## src/rtl/duck_game_engine.sv

```systemverilog
// Multi-target Duck Hunt shooting core: magazine, reload, per-duck fall timers,
// score and game-over, all on the pixel clock with registered outputs.
module duck_game_engine #(
    parameter int NUM_DUCKS     = 2,
    parameter int DUCK_W        = 96,
    parameter int DUCK_H        = 32,
    parameter int MAG_SIZE      = 8,
    parameter int SCORE_W       = 7,
    parameter int SCORE_MAX     = 99,
    parameter int COUNTDOWN_CYC = 260_000_000,
    parameter int SHOT_CYC      = 6_500_000,
    parameter int RELOAD_CYC    = 6_500_000,
    parameter int FALL_CYC      = 130_000_000
) (
    input  logic                    clk,
    input  logic                    rst_n,
    input  logic                    game_enable,
    input  logic                    left_mouse,
    input  logic                    right_mouse,
    input  logic [11:0]             mouse_xpos,
    input  logic [11:0]             mouse_ypos,
    input  logic [12*NUM_DUCKS-1:0] target_xpos,
    input  logic [12*NUM_DUCKS-1:0] target_ypos,
    input  logic [NUM_DUCKS-1:0]    target_valid,
    output logic [3:0]              bullets_count,
    output logic                    reload_enable,
    output logic [SCORE_W-1:0]      score,
    output logic [NUM_DUCKS-1:0]    duck_hit,
    output logic [NUM_DUCKS-1:0]    duck_falling,
    output logic                    game_over
);

    localparam int TMR_W = 32;

    typedef enum logic [2:0] {
        S_IDLE, S_COUNTDOWN, S_HUNTING, S_COOLDOWN, S_RELOAD, S_GAME_OVER
    } state_t;

    state_t               state_q, state_d;
    logic [TMR_W-1:0]     timer_q, timer_d;
    logic [3:0]           bullets_q, bullets_d;
    logic [SCORE_W-1:0]   score_q, score_d;
    logic                 reload_q, reload_d;
    logic                 game_over_q, game_over_d;
    logic [NUM_DUCKS-1:0] hit_q, hit_d;
    logic [NUM_DUCKS-1:0] falling_q, falling_d;
    logic [TMR_W-1:0]     fall_cnt_q [NUM_DUCKS];
    logic [TMR_W-1:0]     fall_cnt_d [NUM_DUCKS];
    logic                 left_q, left_d, lprev_q, lprev_d;
    logic                 right_q, right_d, rprev_q, rprev_d;

    logic                 left_press, right_press;
    logic [NUM_DUCKS-1:0] kill_oh;
    logic                 kill_found;

    assign left_press  = left_q & ~lprev_q;
    assign right_press = right_q & ~rprev_q;

    // One-hot kill select: lowest-index candidate whose hit-box holds the cursor.
    always_comb begin
        logic [12:0] mx, my, tx, ty;
        kill_oh    = '0;
        kill_found = 1'b0;
        mx = {1'b0, mouse_xpos};
        my = {1'b0, mouse_ypos};
        for (int i = 0; i < NUM_DUCKS; i++) begin
            tx = {1'b0, target_xpos[12*i +: 12]};
            ty = {1'b0, target_ypos[12*i +: 12]};
            if (!kill_found && target_valid[i] && !falling_q[i] &&
                mx >= tx && mx < tx + 13'(DUCK_W) &&
                my >= ty && my < ty + 13'(DUCK_H)) begin
                kill_oh[i] = 1'b1;
                kill_found = 1'b1;
            end
        end
    end

    always_comb begin
        state_d     = state_q;
        timer_d     = timer_q;
        bullets_d   = bullets_q;
        score_d     = score_q;
        reload_d    = reload_q;
        game_over_d = game_over_q;
        hit_d       = '0;
        falling_d   = falling_q;
        fall_cnt_d  = fall_cnt_q;
        left_d      = left_mouse;
        right_d     = right_mouse;
        lprev_d     = left_q;
        rprev_d     = right_q;

        if (state_q != S_IDLE) begin
            for (int i = 0; i < NUM_DUCKS; i++) begin
                if (falling_q[i]) begin
                    if (fall_cnt_q[i] == '0) falling_d[i] = 1'b0;
                    else                     fall_cnt_d[i] = fall_cnt_q[i] - 1'b1;
                end
            end
        end

        case (state_q)
            S_IDLE: begin
                if (game_enable) begin
                    state_d     = S_COUNTDOWN;
                    timer_d     = TMR_W'(COUNTDOWN_CYC - 1);
                    score_d     = '0;
                    bullets_d   = 4'(MAG_SIZE);
                    reload_d    = 1'b0;
                    game_over_d = 1'b0;
                    falling_d   = '0;
                    for (int i = 0; i < NUM_DUCKS; i++) fall_cnt_d[i] = '0;
                end
            end
            S_COUNTDOWN, S_COOLDOWN: begin
                if (timer_q == '0) state_d = S_HUNTING;
                else               timer_d = timer_q - 1'b1;
            end
            S_HUNTING: begin
                if (left_press) begin
                    if (bullets_q == 4'd0) begin
                        reload_d = 1'b1;
                    end else begin
                        bullets_d = bullets_q - 4'd1;
                        state_d   = S_COOLDOWN;
                        timer_d   = TMR_W'(SHOT_CYC - 1);
                        if (kill_found) begin
                            hit_d     = kill_oh;
                            falling_d = falling_d | kill_oh;
                            for (int i = 0; i < NUM_DUCKS; i++)
                                if (kill_oh[i]) fall_cnt_d[i] = TMR_W'(FALL_CYC - 1);
                            score_d = score_q + 1'b1;
                            if (score_q + 1'b1 == SCORE_W'(SCORE_MAX)) begin
                                game_over_d = 1'b1;
                                state_d     = S_GAME_OVER;
                            end
                        end
                    end
                end else if (right_press && bullets_q != 4'(MAG_SIZE)) begin
                    state_d = S_RELOAD;
                    timer_d = TMR_W'(RELOAD_CYC - 1);
                end
            end
            S_RELOAD: begin
                if (timer_q == '0) begin
                    state_d   = S_HUNTING;
                    bullets_d = 4'(MAG_SIZE);
                    reload_d  = 1'b0;
                end else begin
                    timer_d = timer_q - 1'b1;
                end
            end
            default: ;
        endcase

        // Abort wins over anything the running state decided this cycle.
        if (state_q != S_IDLE && !game_enable) begin
            state_d     = S_IDLE;
            bullets_d   = bullets_q;
            score_d     = score_q;
            reload_d    = reload_q;
            game_over_d = game_over_q;
            hit_d       = '0;
            falling_d   = '0;
            for (int i = 0; i < NUM_DUCKS; i++) fall_cnt_d[i] = '0;
        end
    end

    always_ff @(posedge clk or negedge rst_n) begin
        if (!rst_n) begin
            state_q     <= S_IDLE;
            timer_q     <= '0;
            bullets_q   <= 4'(MAG_SIZE);
            score_q     <= '0;
            reload_q    <= 1'b0;
            game_over_q <= 1'b0;
            hit_q       <= '0;
            falling_q   <= '0;
            for (int i = 0; i < NUM_DUCKS; i++) fall_cnt_q[i] <= '0;
            left_q      <= 1'b0;
            lprev_q     <= 1'b0;
            right_q     <= 1'b0;
            rprev_q     <= 1'b0;
        end else begin
            state_q     <= state_d;
            timer_q     <= timer_d;
            bullets_q   <= bullets_d;
            score_q     <= score_d;
            reload_q    <= reload_d;
            game_over_q <= game_over_d;
            hit_q       <= hit_d;
            falling_q   <= falling_d;
            for (int i = 0; i < NUM_DUCKS; i++) fall_cnt_q[i] <= fall_cnt_d[i];
            left_q      <= left_d;
            lprev_q     <= lprev_d;
            right_q     <= right_d;
            rprev_q     <= rprev_d;
        end
    end

    assign bullets_count = bullets_q;
    assign reload_enable = reload_q;
    assign score         = score_q;
    assign duck_hit      = hit_q;
    assign duck_falling  = falling_q;
    assign game_over     = game_over_q;

endmodule

```

## config.mk

```make
export PLATFORM = sky130hd
export DESIGN_NAME = duck_game_engine
export DESIGN_NICKNAME = d
export VERILOG_FILES = /design/src/rtl/duck_game_engine.sv
export SDC_FILE = /design/constraint.sdc
export NUM_CORES = 1
export LEC_CHECK = 0
export BUFFER_PORTS_ARGS = -buffer_cell sky130_fd_sc_hd__buf_4
export CAP_MARGIN = 20
export CORE_UTILIZATION = 30
export CTS_BUF_LIST = sky130_fd_sc_hd__clkbuf_4 sky130_fd_sc_hd__clkbuf_8
export DETAILED_ROUTE_END_ITERATION = 7
export GPL_TIMING_DRIVEN = 1
export PLACE_DENSITY = 0.49
export SETUP_SLACK_MARGIN = 0.3
export SLEW_MARGIN = 0
export SYNTH_ARGS = -nofsm -noshare
export SYNTH_HDL_FRONTEND = slang
export SYNTH_SLANG_ARGS = --single-unit
```

## constraint.sdc

```tcl
create_clock -name clk -period 5.1 [get_ports clk]
set_input_delay 0.765 -clock clk [delete_from_list [all_inputs] [get_ports clk]]
set_output_delay 0.765 -clock clk [all_outputs]
set_load 0.005 [all_outputs]
```

Word level (Yosys, flattened, before mapping):

Cells that the tools add are included.

* flip-flop bits (word level): 120
* input port bits: 79
* output and inout port bits: 17
* word-level logic and storage cells: 158

* $add $sub $neg: 9
* $lt $le $gt $ge: 8
* equality and inequality tests: 20
* muxes and demuxes: 67
* bitwise logic cells: 6
* reductions and logical operators: 34

Operators with widths (number)
* $mux W64: 6
* $mux W32: 11
* $pmux W64 S2: 1
* $logic_not A32 Y1: 3
* $pmux W32 S3: 1
* $sub A32 B1 Y32 const B: 3
* $lt A12 B13 Y1: 4
* $ge A12 B12 Y1: 4
* $mux W7: 4
* $add A12 B6 Y13 const B: 2
* $add A12 B7 Y13 const B: 2
* $mux W3: 8
* $mux W2: 11
* $reduce_and A6 Y1: 3
* $mux W4: 4
* $ne A2 B2 Y1 const B: 8
* $mux W1: 15
* $pmux W7 S2: 1
* $logic_and A1 B1 Y1: 13
* $ne A4 B4 Y1 const B: 3
* $pmux W4 S3: 1
* $reduce_and A5 Y1: 2
* $ne A3 B3 Y1 const B: 3
* $pmux W3 S3: 1
* 21 further kinds: 30

Longest topological paths before layout:

* word-level depth: 21
* depth in mapped cells: 15
* mapped depth without buffers: 13

Least setup slack after synthesis:

No wires, ideal clock.

* path kind: input -> register
* start: in target_xpos[5]
* end: reg fall_cnt_q[39] (netlist name)
* library setup time: 0.132 ns
* data arrival time: 3.568 ns
* required time: 4.968 ns
* path slack: 1.400 ns
* cell stages on the path: 15
* path buffers: 2
* cell sequence: inv_1 ha_1 nor2_1 xnor2_1 ha_1 and2_1 a221o_1 a21oi_1 nor4b_1 nand4_1 or3_1 clkbuf_1 o21ai_0 clkbuf_1 nor2_1

RTL lines
* start, declared: line 22 `input logic [12*NUM_DUCKS-1:0] target_xpos,`
* end, declared: line 47 `logic [TMR_W-1:0] fall_cnt_q [NUM_DUCKS];`

==> results.py <==
metrics = {
    "status": {
        "run_status": "finished clean",
    },
    "clock_network": {
        "cts_tree": "done",
        "clockRootBuffer": "sky130_fd_sc_hd__clkbuf_8",
        "clock_tree.buffer_depth": 2,
        "post_cts_resized": 0,
        "cts.repair_timing.setup_buffer_count": 0,
        "path_clk_slew_ps": 100,
        "cts_hold_repair.buffers": 0,
        "insertion_delay_ps": 460,
        "cts-buffers-inserted": 17,
        "cts_sinks": 120,
        "h_tree_level_count": 4,
    },
    "setup_path": {
        "worstPathMaxFanout": 15,
        "cp_slowest_stage_delay_ps": 610,
        "r2r_slack_ps": 1820,
        "r2r_end": "timer_q[16]$_DFFE_PN0P_",
        "timing_worst_setup_path_type": "primary input to flip-flop",
        "timing.critical_path.mode_cell": "sky130_fd_sc_hd__buf_4",
        "worstPathRequired_ps": 5430,
        "ff2ff_path_depth": 8,
        "cp_data_arrival_time_ps": 3950,
        "cp_cell_sequence": "buf_4, inv_1, ha_1, nor2_1, xnor2_1, ha_1, and2_1, a221o_1, a21oi_1, nor4b_1, nand4_1, buf_4, or3_1, o21ai_0, buf_4, nor2_1",
        "crit_path_top_delay_cell": "sky130_fd_sc_hd__or3_1",
        "timing.critical_path.to_type": "flip-flop",
        "r2r-start": "timer_q[3]$_DFFE_PN0P_",
        "critPathLaunchType": "primary input",
    },
    "placed_design": {
        "dp_worst_setup_slack_ps": 1005,
        "io_buffer_count": 95,
        "post-place-cells": 1525,
        "hpwl_mm": 18.26,
        "gpl.final_weighted_congestion": 0.8489,
    },
    "cells_and_area": {
        "layout_common_cells": "sky130_fd_sc_hd__dfrtp_1 (119), sky130_fd_sc_hd__buf_4 (107), sky130_fd_sc_hd__nor2_1 (96)",
        "most_common_library_cell_in_the_layout_ignoring_fill_and_taps": "sky130_fd_sc_hd__dfrtp_1",
        "nets": 1324,
        "drive_above_1_share_pct": 14.46,
        "area_growth_from_synthesis_to_layout_pct": 17.54,
        "num_antenna_cells": 0,
        "layout.cells.non_filler": 1559,
    },
    "floorplanning": {
        "area_of_the_die_mm2": 0.03078,
        "placeableCoreArea_mm2": 0.02964,
        "die_h_um": 175.4,
        "ios": 96,
        "start_util_pct": 30.45,
        "floorplan.rows": 63,
        "die-width_um": 175.4,
    },
    "detailed_routing": {
        "vias_per_inst": 5.186,
        "drt_wl_total_mm": 24.43,
        "detailedRoute.firstPassIterationCount": 8,
        "total_vias_in_the_final_route": 8085,
        "remaining_drc_errors": 0,
        "drt_iter0_drc": 431,
        "wl_per_cell_um": 15.67,
        "ant_nets": 0,
    },
    "yosys": {
        "yosysTopAreaCell": "sky130_fd_sc_hd__dfrtp_1",
        "synth_top_area_share_pct": 33.00,
        "netlist-cell-type-count": 73,
        "synth.yosys.warnings": 0,
        "yosys_register_bits": 120,
        "post_synth_main_area_contributors": "sky130_fd_sc_hd__dfrtp_1 (33%), sky130_fd_sc_hd__ha_1 (12%), sky130_fd_sc_hd__xnor2_1 (6.2%)",
        "mappedNetlistNets": 1231,
        "async_flop_share_pct": 100.0,
        "synth_sequential_area_ratio_pct": 33.29,
        "syn_area_per_cell_um2": 8.489,
        "synth_ff_type": "sky130_fd_sc_hd__dfrtp_1",
        "synth_area_mm2": 0.009024,
        "synth_enable_flop_cells": 0,
        "gate_count_post_synth": 1063,
    },
    "grt": {
        "antenna_found_initial": 0,
        "wire_length_of_the_first_global_routing_pass_mm": 39.85,
        "overflow": 0,
        "grt.total_usage_pct": 16.09,
        "vias_in_the_first_global_route": 7815,
        "grt_max_degree": 45,
    },
    "sta": {
        "timing.final.hold_violations": 0,
        "number_of_endpoints_failing_setup_at_the_final_stage": 0,
        "finalCritPeriodShare_pct": 70.98,
        "timing.final.ws_setup_ps": 1480,
        "max_slew.worst_pin.slew_ps": 933.3,
        "hold_slack_ps": 287.8,
        "fin_skew_ps": 22.20,
        "max-slew-margin-rel_pct": 37.75,
        "setup_tns_ps": 0,
        "fmax_mhz": 276.3,
        "post-route-min-period_ps": 3620,
        "slew_viol_final": 0,
        "grt_setup_unrepaired": "no",
    },
    "power_and_ir_drop": {
        "total_power_mw": 2.406,
        "power_leakage_nw": 4.769,
        "power.density_cell_area_mw_per_mm2": 226.9,
        "peak_supply_drop_uv": 140.4,
    },
    "job": {
        "max_cap_violations": 0,
    },
    "worst_hold_path": {
        "worst_hold_path_type": "primary input to asynchronous set/reset pin",
    },
}
## worst max-delay path, delay by kind of cell
| family | cells | cell delay (ps) |
|---|---|---|
| xor gates and xnor gates | 1 | 130 |
| AOI/OAI and AO/OA | 3 | 630 |
| and+or+nand+nor | 6 | 1370 |
| buffers and inverters | 4 | 560 |
| adders and majority gates | 2 | 500 |
## worst max path at each step
stage                   start                  endpoint  depth (start not counted)
6_report       target_xpos[5]  fall_cnt_q[63]$_DFF_PN0_                         16
5_1_grt        target_xpos[5]  fall_cnt_q[59]$_DFF_PN0_                         16
4_1_cts        target_xpos[5]  fall_cnt_q[63]$_DFF_PN0_                         16
3_5_place_dp   target_xpos[5]  fall_cnt_q[63]$_DFF_PN0_                         16
3_3_place_gp   target_xpos[5]  fall_cnt_q[59]$_DFF_PN0_                         16
2_1_floorplan  target_xpos[5]  fall_cnt_q[39]$_DFF_PN0_                         15
## sequential cells by signal, summed over array words and instances, names as in the netlist
signal / count
bullets_count: 4
duck_falling: 2
duck_hit: 2
fall_cnt_q: 64
game_over: 1
left_q: 1
lprev_q: 1
reload_enable: 1
right_q: 1
rprev_q: 1
score: 7
state_q: 3
timer_q: 32
## per-layer routing
layer  track usage [%]  vias to the layer above  share of wire (%)
met3             2.706                       14                3.2
met2             25.38                      148                 44
met5                 0                        -                  0
li1                  -                     4062                  -
met1             23.02                     3861                 52
met4             3.188                        0               0.52
## power by group
part           total (mW)  switching (mW)  leakage, nW  internal [mW]
registers           0.990          0.0181         1.56          0.972
clock network       0.913           0.454        0.202          0.459
logic               0.502           0.312         3.01          0.190
## per-stage QoR
stage / utilization (%) / area (um2)
2_1_floorplan: - / 9024
3_3_place_gp: 34.34 / 10180
3_5_place_dp: 34.34 / 10180
4_1_cts: 35.72 / 10590
5_1_grt: 35.79 / 10610
6_report: 35.79 / 10610
## logic make-up (layout without fill, tap and decap cells)
logic type	count (synthesis)	count (layout)	share of synthesized area, %
compound gates	253	253	18.61
fa+ha+maj	89	89	12.34
xor+xnor	78	78	7.571
mux	5	5	0.6101
simple gates	409	409	22.99
buf+inv	109	215	4.589
flops	120	120	33.29
## cell type report
cell class	instances	area, um2
fillers	3143	19030
multi-input cells	834	5608
flip-flops and latches	120	3004
repair buffers	108	814.5
well taps	390	488.0
inverters	75	281.5
clock buffers	18	247.7
clock inverters	14	162.7
## synthesized netlist by cell type, types with 12 or more instances
library cell,count
sky130_fd_sc_hd__inv_1,74
sky130_fd_sc_hd__or3_1,16
sky130_fd_sc_hd__nand4_1,19
sky130_fd_sc_hd__nor4_1,28
sky130_fd_sc_hd__xnor2_1,64
sky130_fd_sc_hd__nand3_1,38
sky130_fd_sc_hd__nand2b_1,12
sky130_fd_sc_hd__nor3_1,40
sky130_fd_sc_hd__a31oi_1,13
sky130_fd_sc_hd__dfrtp_1,119
sky130_fd_sc_hd__xor2_1,14
sky130_fd_sc_hd__o21ai_0,62
sky130_fd_sc_hd__nand2_1,92
sky130_fd_sc_hd__a21oi_1,61
sky130_fd_sc_hd__ha_1,89
sky130_fd_sc_hd__nor2_1,97
sky130_fd_sc_hd__clkbuf_1,29
(Power assumes the default switching activity.)
